`src/rtl/alu_pipe_pkg.sv`:
```
// Shared definitions for the pipelined Hack-style ALU:
// control-field indices, named opcodes and a field-extract helper.
package alu_pipe_pkg;

    localparam int CTRL_ZX = 5;
    localparam int CTRL_NX = 4;
    localparam int CTRL_ZY = 3;
    localparam int CTRL_NY = 2;
    localparam int CTRL_F  = 1;
    localparam int CTRL_NO = 0;

    typedef logic [5:0] alu_op_t;

    localparam alu_op_t ALU_ZERO = 6'b101010;
    localparam alu_op_t ALU_ONE  = 6'b111111;
    localparam alu_op_t ALU_NEG1 = 6'b111010;
    localparam alu_op_t ALU_X    = 6'b001100;
    localparam alu_op_t ALU_Y    = 6'b110000;
    localparam alu_op_t ALU_NOTX = 6'b001101;
    localparam alu_op_t ALU_NOTY = 6'b110001;
    localparam alu_op_t ALU_NEGX = 6'b001111;
    localparam alu_op_t ALU_NEGY = 6'b110011;
    localparam alu_op_t ALU_XINC = 6'b011111;
    localparam alu_op_t ALU_YINC = 6'b110111;
    localparam alu_op_t ALU_XDEC = 6'b001110;
    localparam alu_op_t ALU_YDEC = 6'b110010;
    localparam alu_op_t ALU_ADD  = 6'b000010;
    localparam alu_op_t ALU_SUB  = 6'b010011;
    localparam alu_op_t ALU_RSUB = 6'b000111;
    localparam alu_op_t ALU_AND  = 6'b000000;
    localparam alu_op_t ALU_OR   = 6'b010101;

    typedef struct packed {
        logic zx;
        logic nx;
        logic zy;
        logic ny;
        logic f;
        logic no;
    } alu_ctrl_t;

    function automatic alu_ctrl_t split_ctrl(input alu_op_t op);
        alu_ctrl_t c;
        c.zx = op[CTRL_ZX];
        c.nx = op[CTRL_NX];
        c.zy = op[CTRL_ZY];
        c.ny = op[CTRL_NY];
        c.f  = op[CTRL_F];
        c.no = op[CTRL_NO];
        return c;
    endfunction

endpackage

```
`src/rtl/alu_pipe_if.sv`:
```
// Input and output valid/ready bundle of the pipelined ALU.
// master drives operands and out_ready; slave is the ALU.
interface alu_pipe_if #(
    parameter int WIDTH = 16
);
    logic             in_valid;
    logic             in_ready;
    logic [WIDTH-1:0] x;
    logic [WIDTH-1:0] y;
    logic [5:0]       ctrl;
    logic             out_valid;
    logic             out_ready;
    logic [WIDTH-1:0] out;
    logic             zr;
    logic             ng;
    logic             cy;
    logic             ov;

    modport master (
        output in_valid, x, y, ctrl, out_ready,
        input  in_ready, out_valid, out, zr, ng, cy, ov
    );

    modport slave (
        input  in_valid, x, y, ctrl, out_ready,
        output in_ready, out_valid, out, zr, ng, cy, ov
    );
endinterface

```
`src/rtl/alu_pipe_core.sv`:
```
// Combinational generalised Hack ALU with carry/overflow, exposed as
// independent preset and compute halves so a pipeline can split them.
module alu_core #(
    parameter int WIDTH = 16
) (
    input  logic [WIDTH-1:0] x,
    input  logic [WIDTH-1:0] y,
    input  logic             zx,
    input  logic             nx,
    input  logic             zy,
    input  logic             ny,
    output logic [WIDTH-1:0] xp,
    output logic [WIDTH-1:0] yp,
    input  logic [WIDTH-1:0] a,
    input  logic [WIDTH-1:0] b,
    input  logic             f,
    input  logic             no,
    output logic [WIDTH-1:0] out,
    output logic             zr,
    output logic             ng,
    output logic             cy,
    output logic             ov
);
    localparam int MSB = WIDTH - 1;

    logic [WIDTH-1:0] xz;
    logic [WIDTH-1:0] yz;
    logic [WIDTH:0]   sum;
    logic [WIDTH-1:0] r;

    always_comb begin
        xz = zx ? '0 : x;
        yz = zy ? '0 : y;
        xp = nx ? ~xz : xz;
        yp = ny ? ~yz : yz;
    end

    // One extra adder bit yields the carry out of the MSB.
    always_comb begin
        sum = {1'b0, a} + {1'b0, b};
        r   = f ? sum[MSB:0] : (a & b);
        out = no ? ~r : r;
        zr  = (out == '0);
        ng  = out[MSB];
        cy  = f & sum[WIDTH];
        ov  = f & (a[MSB] == b[MSB]) & (sum[MSB] != a[MSB]);
    end

endmodule

```
`src/rtl/alu_pipe.sv`:
```
// Two-stage pipelined ALU: stage 1 registers preset operands, stage 2
// registers the result and flags; valid/ready on both sides.
module alu_pipe
    import alu_pipe_pkg::*;
#(
    parameter int WIDTH = 16
) (
    input logic       clk,
    input logic       reset,
    alu_pipe_if.slave bus
);
    alu_ctrl_t        c_in;

    logic             s1_valid_q, s1_valid_d;
    logic [WIDTH-1:0] xp_q, xp_d;
    logic [WIDTH-1:0] yp_q, yp_d;
    logic             f_q, f_d;
    logic             no_q, no_d;

    logic             s2_valid_q, s2_valid_d;
    logic [WIDTH-1:0] out_q, out_d;
    logic             zr_q, zr_d;
    logic             ng_q, ng_d;
    logic             cy_q, cy_d;
    logic             ov_q, ov_d;

    logic [WIDTH-1:0] xp_c, yp_c, out_c;
    logic             zr_c, ng_c, cy_c, ov_c;

    logic             s2_adv, s1_adv, in_ready, in_fire;

    assign c_in = split_ctrl(bus.ctrl);

    alu_core #(.WIDTH(WIDTH)) u_core (
        .x   (bus.x),
        .y   (bus.y),
        .zx  (c_in.zx),
        .nx  (c_in.nx),
        .zy  (c_in.zy),
        .ny  (c_in.ny),
        .xp  (xp_c),
        .yp  (yp_c),
        .a   (xp_q),
        .b   (yp_q),
        .f   (f_q),
        .no  (no_q),
        .out (out_c),
        .zr  (zr_c),
        .ng  (ng_c),
        .cy  (cy_c),
        .ov  (ov_c)
    );

    // in_ready depends only on pipe state and out_ready, never on in_valid.
    always_comb begin
        s2_adv   = !s2_valid_q || bus.out_ready;
        s1_adv   = s1_valid_q && s2_adv;
        in_ready = !s1_valid_q || s2_adv;
        in_fire  = bus.in_valid && in_ready;
    end

    always_comb begin
        s1_valid_d = s1_valid_q;
        xp_d       = xp_q;
        yp_d       = yp_q;
        f_d        = f_q;
        no_d       = no_q;
        if (in_ready) begin
            s1_valid_d = bus.in_valid;
        end
        if (in_fire) begin
            xp_d = xp_c;
            yp_d = yp_c;
            f_d  = c_in.f;
            no_d = c_in.no;
        end
    end

    always_comb begin
        s2_valid_d = s2_valid_q;
        out_d      = out_q;
        zr_d       = zr_q;
        ng_d       = ng_q;
        cy_d       = cy_q;
        ov_d       = ov_q;
        if (s2_adv) begin
            s2_valid_d = s1_valid_q;
        end
        if (s1_adv) begin
            out_d = out_c;
            zr_d  = zr_c;
            ng_d  = ng_c;
            cy_d  = cy_c;
            ov_d  = ov_c;
        end
    end

    always_ff @(posedge clk) begin
        if (reset) begin
            s1_valid_q <= 1'b0;
            xp_q       <= '0;
            yp_q       <= '0;
            f_q        <= 1'b0;
            no_q       <= 1'b0;
            s2_valid_q <= 1'b0;
            out_q      <= '0;
            zr_q       <= 1'b0;
            ng_q       <= 1'b0;
            cy_q       <= 1'b0;
            ov_q       <= 1'b0;
        end else begin
            s1_valid_q <= s1_valid_d;
            xp_q       <= xp_d;
            yp_q       <= yp_d;
            f_q        <= f_d;
            no_q       <= no_d;
            s2_valid_q <= s2_valid_d;
            out_q      <= out_d;
            zr_q       <= zr_d;
            ng_q       <= ng_d;
            cy_q       <= cy_d;
            ov_q       <= ov_d;
        end
    end

    assign bus.in_ready  = in_ready;
    assign bus.out_valid = s2_valid_q;
    assign bus.out       = out_q;
    assign bus.zr        = zr_q;
    assign bus.ng        = ng_q;
    assign bus.cy        = cy_q;
    assign bus.ov        = ov_q;

endmodule

```
`src/flat_wrapper.sv`:
```
// flat-port wrapper written by rule: the top's interface ports become plain ports
module alu_pipe_flat import alu_pipe_pkg::*;
#(
    parameter int WIDTH = 16
)
  (clk, reset, bus_in_valid, bus_x, bus_y, bus_ctrl, bus_out_ready, bus_in_ready, bus_out_valid, bus_out, bus_zr, bus_ng, bus_cy, bus_ov);
  alu_pipe_if #(.WIDTH(WIDTH)) bus_i ();
  input logic clk;
  input logic reset;
  input wire logic [$bits(bus_i.in_valid)-1:0] bus_in_valid;
  input wire logic [$bits(bus_i.x)-1:0] bus_x;
  input wire logic [$bits(bus_i.y)-1:0] bus_y;
  input wire logic [$bits(bus_i.ctrl)-1:0] bus_ctrl;
  input wire logic [$bits(bus_i.out_ready)-1:0] bus_out_ready;
  output wire logic [$bits(bus_i.in_ready)-1:0] bus_in_ready;
  output wire logic [$bits(bus_i.out_valid)-1:0] bus_out_valid;
  output wire logic [$bits(bus_i.out)-1:0] bus_out;
  output wire logic [$bits(bus_i.zr)-1:0] bus_zr;
  output wire logic [$bits(bus_i.ng)-1:0] bus_ng;
  output wire logic [$bits(bus_i.cy)-1:0] bus_cy;
  output wire logic [$bits(bus_i.ov)-1:0] bus_ov;
  assign bus_i.in_valid = bus_in_valid;
  assign bus_i.x = bus_x;
  assign bus_i.y = bus_y;
  assign bus_i.ctrl = bus_ctrl;
  assign bus_i.out_ready = bus_out_ready;
  assign bus_in_ready = bus_i.in_ready;
  assign bus_out_valid = bus_i.out_valid;
  assign bus_out = bus_i.out;
  assign bus_zr = bus_i.zr;
  assign bus_ng = bus_i.ng;
  assign bus_cy = bus_i.cy;
  assign bus_ov = bus_i.ov;
  alu_pipe #(.WIDTH(WIDTH)) u_core (.clk(clk), .reset(reset), .bus(bus_i));
endmodule
```
`config.mk`:
```
export PLATFORM = sky130hd
export DESIGN_NAME = alu_pipe_flat
export DESIGN_NICKNAME = d
export VERILOG_FILES = /design/src/rtl/alu_pipe_pkg.sv /design/src/rtl/alu_pipe_if.sv /design/src/rtl/alu_pipe_core.sv /design/src/rtl/alu_pipe.sv /design/src/flat_wrapper.sv
export SDC_FILE = /design/constraint.sdc
export NUM_CORES = 1
export LEC_CHECK = 0
export ABC_AREA = 1
export CORE_UTILIZATION = 45
export CTS_CLUSTER_DIAMETER = 50
export CTS_CLUSTER_SIZE = 14
export DETAILED_ROUTE_END_ITERATION = 16
export GPL_TIMING_DRIVEN = 0
export PLACE_DENSITY = 0.69
export SYNTH_ARGS = -nofsm -noshare
export SYNTH_HDL_FRONTEND = slang
export SYNTH_SLANG_ARGS = --single-unit
```
`constraint.sdc`:
```
create_clock -name clk -period 2.19 [get_ports clk]
set_input_delay 0.219 -clock clk [delete_from_list [all_inputs] [get_ports clk]]
set_output_delay 0.219 -clock clk [all_outputs]
set_load 0.05 [all_outputs]
```
## After elaboration in Yosys (flattened, before gate mapping)

Index checks and enable logic that the tools add are counted.
W data, S select, Z words.

- Register bits after elaboration: 56
- Input bits: 42
- Output and inout port bits: 22
- Logic and storage cells: 34

- $add $sub $neg: 1
- Equal/unequal tests: 2
- Multiplexer cells: 6
- Bitwise logic cells: 7
- Reduce and logical (&&, ||, !) cells: 7

Operators by type and width:

| operator | number |
|---|---|
| $mux W16 | 6 |
| $not A16 Y16 | 3 |
| $add A16 B16 Y17 | 1 |
| $and A16 B16 Y16 | 1 |
| $logic_not A16 Y1 | 1 |
| $and A1 B1 Y1 | 3 |
| $logic_and A1 B1 Y1 | 2 |
| $logic_not A1 Y1 | 2 |
| $logic_or A1 B1 Y1 | 2 |
| $eq A1 B1 Y1 | 1 |
| $ne A1 B1 Y1 | 1 |

## Depth between registers and ports, before layout

- Depth after elaboration: 5
- Depth in mapped cells: 17
- Mapped depth without buffers: 17

## By module

From an unflattened synthesis, not the netlist that was laid out.

- Cell total of the unflattened synthesis: 756
- Area, all modules: 4433.0 sq um

Modules (own cells, without submodules):

| module | times used | cells an instance | area an instance (sq um) | seq. area each (sq um) |
|---|---|---|---|---|
| alu_pipe | 1 | 341 | 2373.5 | 1121.1 |
| alu_core | 1 | 415 | 2059.5 | 0.0 |

## Least setup slack after synthesis

Ideal clock, no wire load.

- Path kind: register to register
- Start: reg u_core.s2_valid_q (netlist: u_core.bus.out_valid)
- End: reg u_core.xp_q[10]
- Library setup time: 133 ps
- Arrival: 2093 ps
- Required time: 2057 ps
- Path slack: -36 ps
- Stages on the path, launching flop included: 7
- Path buffers: 1
- Period minus slack after synthesis: 2226 ps
- Cell sequence: dfxtp_1 > nand3_1 > nand2_1 > clkinv_1 > clkbuf_1 > o21ai_0 > a21oi_1

- Word-level cells in the longest chain between the ends: 4

Ends and longest elaborated chain:

| item | RTL line | source |
|---|---|---|
| from (decl) | alu_pipe.sv:20 | `logic s2_valid_q, s2_valid_d;` |
| from (signal assigned) | alu_pipe.sv:117 | `s2_valid_q <= s2_valid_d;` |
| $logic_not A1 Y1 | alu_pipe.sv:56 | `s2_adv = !s2_valid_q \|\| bus.out_ready;` |
| $logic_or A1 B1 Y1 | alu_pipe.sv:56 |  |
| $logic_or A1 B1 Y1 | alu_pipe.sv:58 | `in_ready = !s1_valid_q \|\| s2_adv;` |
| net bus_in_ready | flat_wrapper.sv:15 | `output wire logic [$bits(bus_i.in_ready)-1:0] bus_in_ready;` |
| $logic_and A1 B1 Y1 | alu_pipe.sv:59 | `in_fire = bus.in_valid && in_ready;` |
| to (signal assigned) | alu_pipe.sv:113 | `xp_q <= xp_d;` |
| to (decl) | alu_pipe.sv:15 | `logic [WIDTH-1:0] xp_q, xp_d;` |

The timed path passes the listed nets, and every way through them passes these cells.
A chain may end at the register's enable or synchronous reset.

## Worst setup path in the final report

- Start: reg u_core.yp_q[0]
- End: reg u_core.zr_q (netlist: u_core.bus.zr)

- Word-level cells in the longest chain between the ends: 5
- Elaborated cells on any way between the ends: 6
- Those cells by class: add/sub (1); mux (2); bitwise (2); reduce/logical (1)

Ends and longest elaborated chain:

| item | RTL line | source |
|---|---|---|
| from (decl) | alu_pipe.sv:16 | `logic [WIDTH-1:0] yp_q, yp_d;` |
| from (signal assigned) | alu_pipe.sv:114 | `yp_q <= yp_d;` |
| $add A16 B16 Y17 or $and A16 B16 Y16 (tied branches) | alu_pipe_core.sv:40, alu_pipe_core.sv:41 |  |
| $mux W16 * | alu_pipe_core.sv:41 | `r = f ? sum[MSB:0] : (a & b);` |
| $not A16 Y16 | alu_pipe_core.sv:42 | `out = no ? ~r : r;` |
| $mux W16 * | alu_pipe_core.sv:42 |  |
| $logic_not A16 Y1 * | alu_pipe_core.sv:43 | `zr = (out == '0);` |
| to (signal assigned) | alu_pipe.sv:119 | `zr_q <= zr_d;` |
| to (decl) | alu_pipe.sv:22 | `logic zr_q, zr_d;` |

Every way passes the cells marked *; elsewhere a longest branch is shown, timed or not.

==> reports/summary.txt <==
Multi-input logic area: 2500 µm²
Fraction of registers with async set/reset: 0%
WL final: 9890 µm
Initial DRT Pass Iterations: 4
Final setup viols: 0
Hold crit path type: input port to flop
DP HPWL: 7790 µm
Crit share post-route: 99.3%
Fin Setup TNS: 0 ns
FF+latch area: 1110 µm²
Max FO, Critical Path: 3
Buf+Inv Stages, Crit Path: 0
Placed cell count: 769
Worst Setup End Kind: flop
Post-Synthesis Cell Area: 3850 µm²
I/O pin total: 64
DR iter-0 viols: 160
Reg2reg end: u_core.bus.zr$_SDFFE_PP0P_
CTS tree: built
Worst Setup EP: u_core.bus.zr$_SDFFE_PP0P_
Rel. slew slack: 57.8%
ANT nets after route: 0
Diode count: 0
CTS Hold Bufs: 0
Initial antenna violation count: 0
Power, Total: 2.64 mW
Layout cells sized above 1: 9.96%
Die area: 8930 µm²
Routed len/inst: 12.7 µm
Critical path class: flop to flop
Critical path origin: u_core.yp_q[0]$_SDFFE_PP0P_
GRT Util Overall: 23.8%
Clk sinks: 55
Static leakage: 2.27 nW
Max Freq: 460 MHz
Post-synthesis adder-cell area fraction: 5.72%
Largest net degree at the start of global routing: 18
Syn. warnings: 0
RSZ-0062 raised after global routing: yes
Syn Area/Cell: 6.38 µm²
Rows: 33
R2R depth: 14
DR vias: 3950
Post-route DRC: 0
Non-Filler Instances: 778
Final min period: 2.17 ns
FF-to-FF Start: u_core.yp_q[0]$_SDFFE_PP0P_
Top cells by area, synth: dfxtp_1 29%, nand2_1 17%, xor2_1 8.2%, nand3_1 7.7%, a21oi_1 6.1%
Fillers: 867
Multiplexer area fraction after synthesis: 0%
PortBufs: 61
Register area share after synthesis: 28.6%
Critical Path RT: 2.45 ns
Netlist cell types: 30
Critical Path Source Type: flop
Peak VDD IR: 276 µV
Longest Clk Path Bufs: 2
Starting Density: 46.6%
Met2 usage: 41.8%
Clock skew: 0.00472 ns
Met3 usage: 2.90%
Die Span Y: 94.5 µm
Final global-route overflow total: 0
Max incr delay on CP: 0.41 ns
Global routing usage on met1: 30.9%
Syn Nets: 662
Cell breakdown of the critical path: ha_4 -> fa_2 -> nand3_2 -> nand3_4 -> nand2_1 -> nand2_1 -> xor2_1 -> nand2_1 -> nand3_1 -> nand2_2 -> nand2_1 -> nor2_2 -> nand3_2 -> a21oi_2
Layout Nets: 731
Post-synth EDFFs: 0
First-pass GRT wire length: 16900 µm
P&R area growth vs syn: 25.2%
Synth area leader: dfxtp_1
Worst slew pin tran: 0.633 ns
Slowest cell on crit path: fa_2
Slew Viols, Final: 0
Worst-Skew Late Latency: 0.32 ns
Pwr Density: 547 nW/µm²
Die width: 94.5 µm
TritonCTS Buffers: 5
Final hold violations: 0
Post-Synthesis Cells: 603
Yosys top cell area share: 28.6%
Vias in the first global route: 3725
R2r setup slk: 0.02 ns
Synth Area in Compound Gates: 15.4%
Flops & latches, synth: 55
Max-cap viol count: 0
Synth Area in XOR/XNOR: 8.42%
Arr. time, crit path: 2.43 ns
Worst hold margin: 0.315 ns
Top_reg_cell synth: dfxtp_1
Clock slew at the register clock pins of the worst setup and hold paths: 0.10 ns
Core area: 8260 µm²
CTS root buf: clkbuf_8
Layout Utilization: 58.3%
Simple-gate area share of the yosys netlist: 32.1%
Crit. path cell count: 14
Most common cell on crit path: nand2_1
Vias per cell: 5.08
Status: finished, final reports clean
CP delay by family, top: simple AND/OR/NAND/NOR gates
Placer Congestion: 0.917
Combinational family with the most area after synthesis: simple AND/OR/NAND/NOR gates
H-tree lvl count: 2
Gr busiest metal: met2
## metal layers
metal / up-vias / share of wire [%]
met1: 1758 / 48
met5: - / 0
met4: 0 / 1.1
met2: 99 / 47
met3: 10 / 3.8
li1: 2083 / -
## power breakdown
group	total (mW)	internal, mW	switching [mW]
sequential	1.13	1.08	0.0522
clock	0.587	0.227	0.360
combinational	0.920	0.360	0.560
## worst register-to-register path: cells and delay by family, from the launching register on
family | cells | cell delay [ns]
AND/OR/NAND/NOR | 10 | 0.86
adder cells (fa/ha/maj) | 2 | 0.57
flip-flops | 1 | 0.37
XOR/XNOR | 1 | 0.15
AO/OA/AOI/OAI | 1 | 0.13
## worst min-delay path by stage
stage	startpoint	end	cells past startpoint
global route	bus_ctrl[4]	u_core.xp_q[1]$_SDFFE_PP0P_	3
floorplan	reset	u_core.bus.out[1]$_SDFFE_PP0P_	3
finish	bus_ctrl[2]	u_core.yp_q[0]$_SDFFE_PP0P_	3
detailed placement	u_core.bus.ov$_SDFFE_PP0P_	u_core.bus.ov$_SDFFE_PP0P_	2
global placement	u_core.bus.ov$_SDFFE_PP0P_	u_core.bus.ov$_SDFFE_PP0P_	2
CTS	bus_ctrl[2]	u_core.yp_q[4]$_SDFFE_PP0P_	3
## Yosys cell counts (4+ instances only)
master / instances
nand2_1: 177
inv_1: 62
nand3_1: 59
dfxtp_1: 55
a21oi_1: 47
o21ai_0: 45
xor2_1: 36
nor2_1: 28
ha_1: 16
clkbuf_1: 15
o211ai_1: 11
buf_2: 8
nand2_2: 7
nand4_1: 5
nor2_2: 5
buf_1: 4
## cell type report
class / instances / share of cell area [%]
Timing Repair Buffer: 62 / 12.8
Buffer: 29 / 2.70
Multi-Input combinational cell: 453 / 51.8
Clock buffer: 5 / 1.43
Clock inverter: 3 / 0.390
Sequential cell: 55 / 23.0
Tap cell: 105 / 2.73
Inverter: 66 / 5.14
## logic make-up (layout without fill, tap and decap cells)
kind of cell               count (synthesis)  count (layout)
AOI/OAI and AO/OA                        109             109
DFF                                       55              55
adders and majority gates                 17              17
and+or+nand+nor                          290             290
xor gates and xnor gates                  37              37
buffers and inverters                     95             165
## placed cells by master, fill, tap and decap left out, types with 3 or more instances in the layout
| cell type | instances |
|---|---|
| nand2_1 | 169 |
| o21ai_0 | 45 |
| buf_2 | 8 |
| a21oi_1 | 44 |
| nand3_1 | 52 |
| ha_4 | 3 |
| clkbuf_1 | 15 |
| nor2_2 | 5 |
| ha_1 | 11 |
| inv_1 | 62 |
| dfxtp_1 | 53 |
| o211ai_1 | 11 |
| buf_1 | 4 |
| nand2_2 | 15 |
| and2_1 | 3 |
| or2_2 | 3 |
| nor2_1 | 27 |
| xor2_1 | 36 |
| clkdlybuf4s50_1 | 61 |
| nand4_1 | 5 |
| clkbuf_8 | 5 |
| a21oi_2 | 6 |
| nand3_2 | 7 |
## stage by stage
step	instance area, µm²	worst slack [ns]
6_report	4820	0.0160
4_1_cts	4700	0.0163
3_5_place_dp	4600	-0.0973
2_1_floorplan	3850	0.207
5_1_grt	4820	-0.181
3_3_place_gp	4600	-0.0400
## timing repair
item,in CTS,in global routing
buffers inserted,0,1
pin swaps,0,12
gates resized for setup,6,25
endpoints found under the setup margin,1,8
Note: power is estimated with default switching activity, not from simulation.
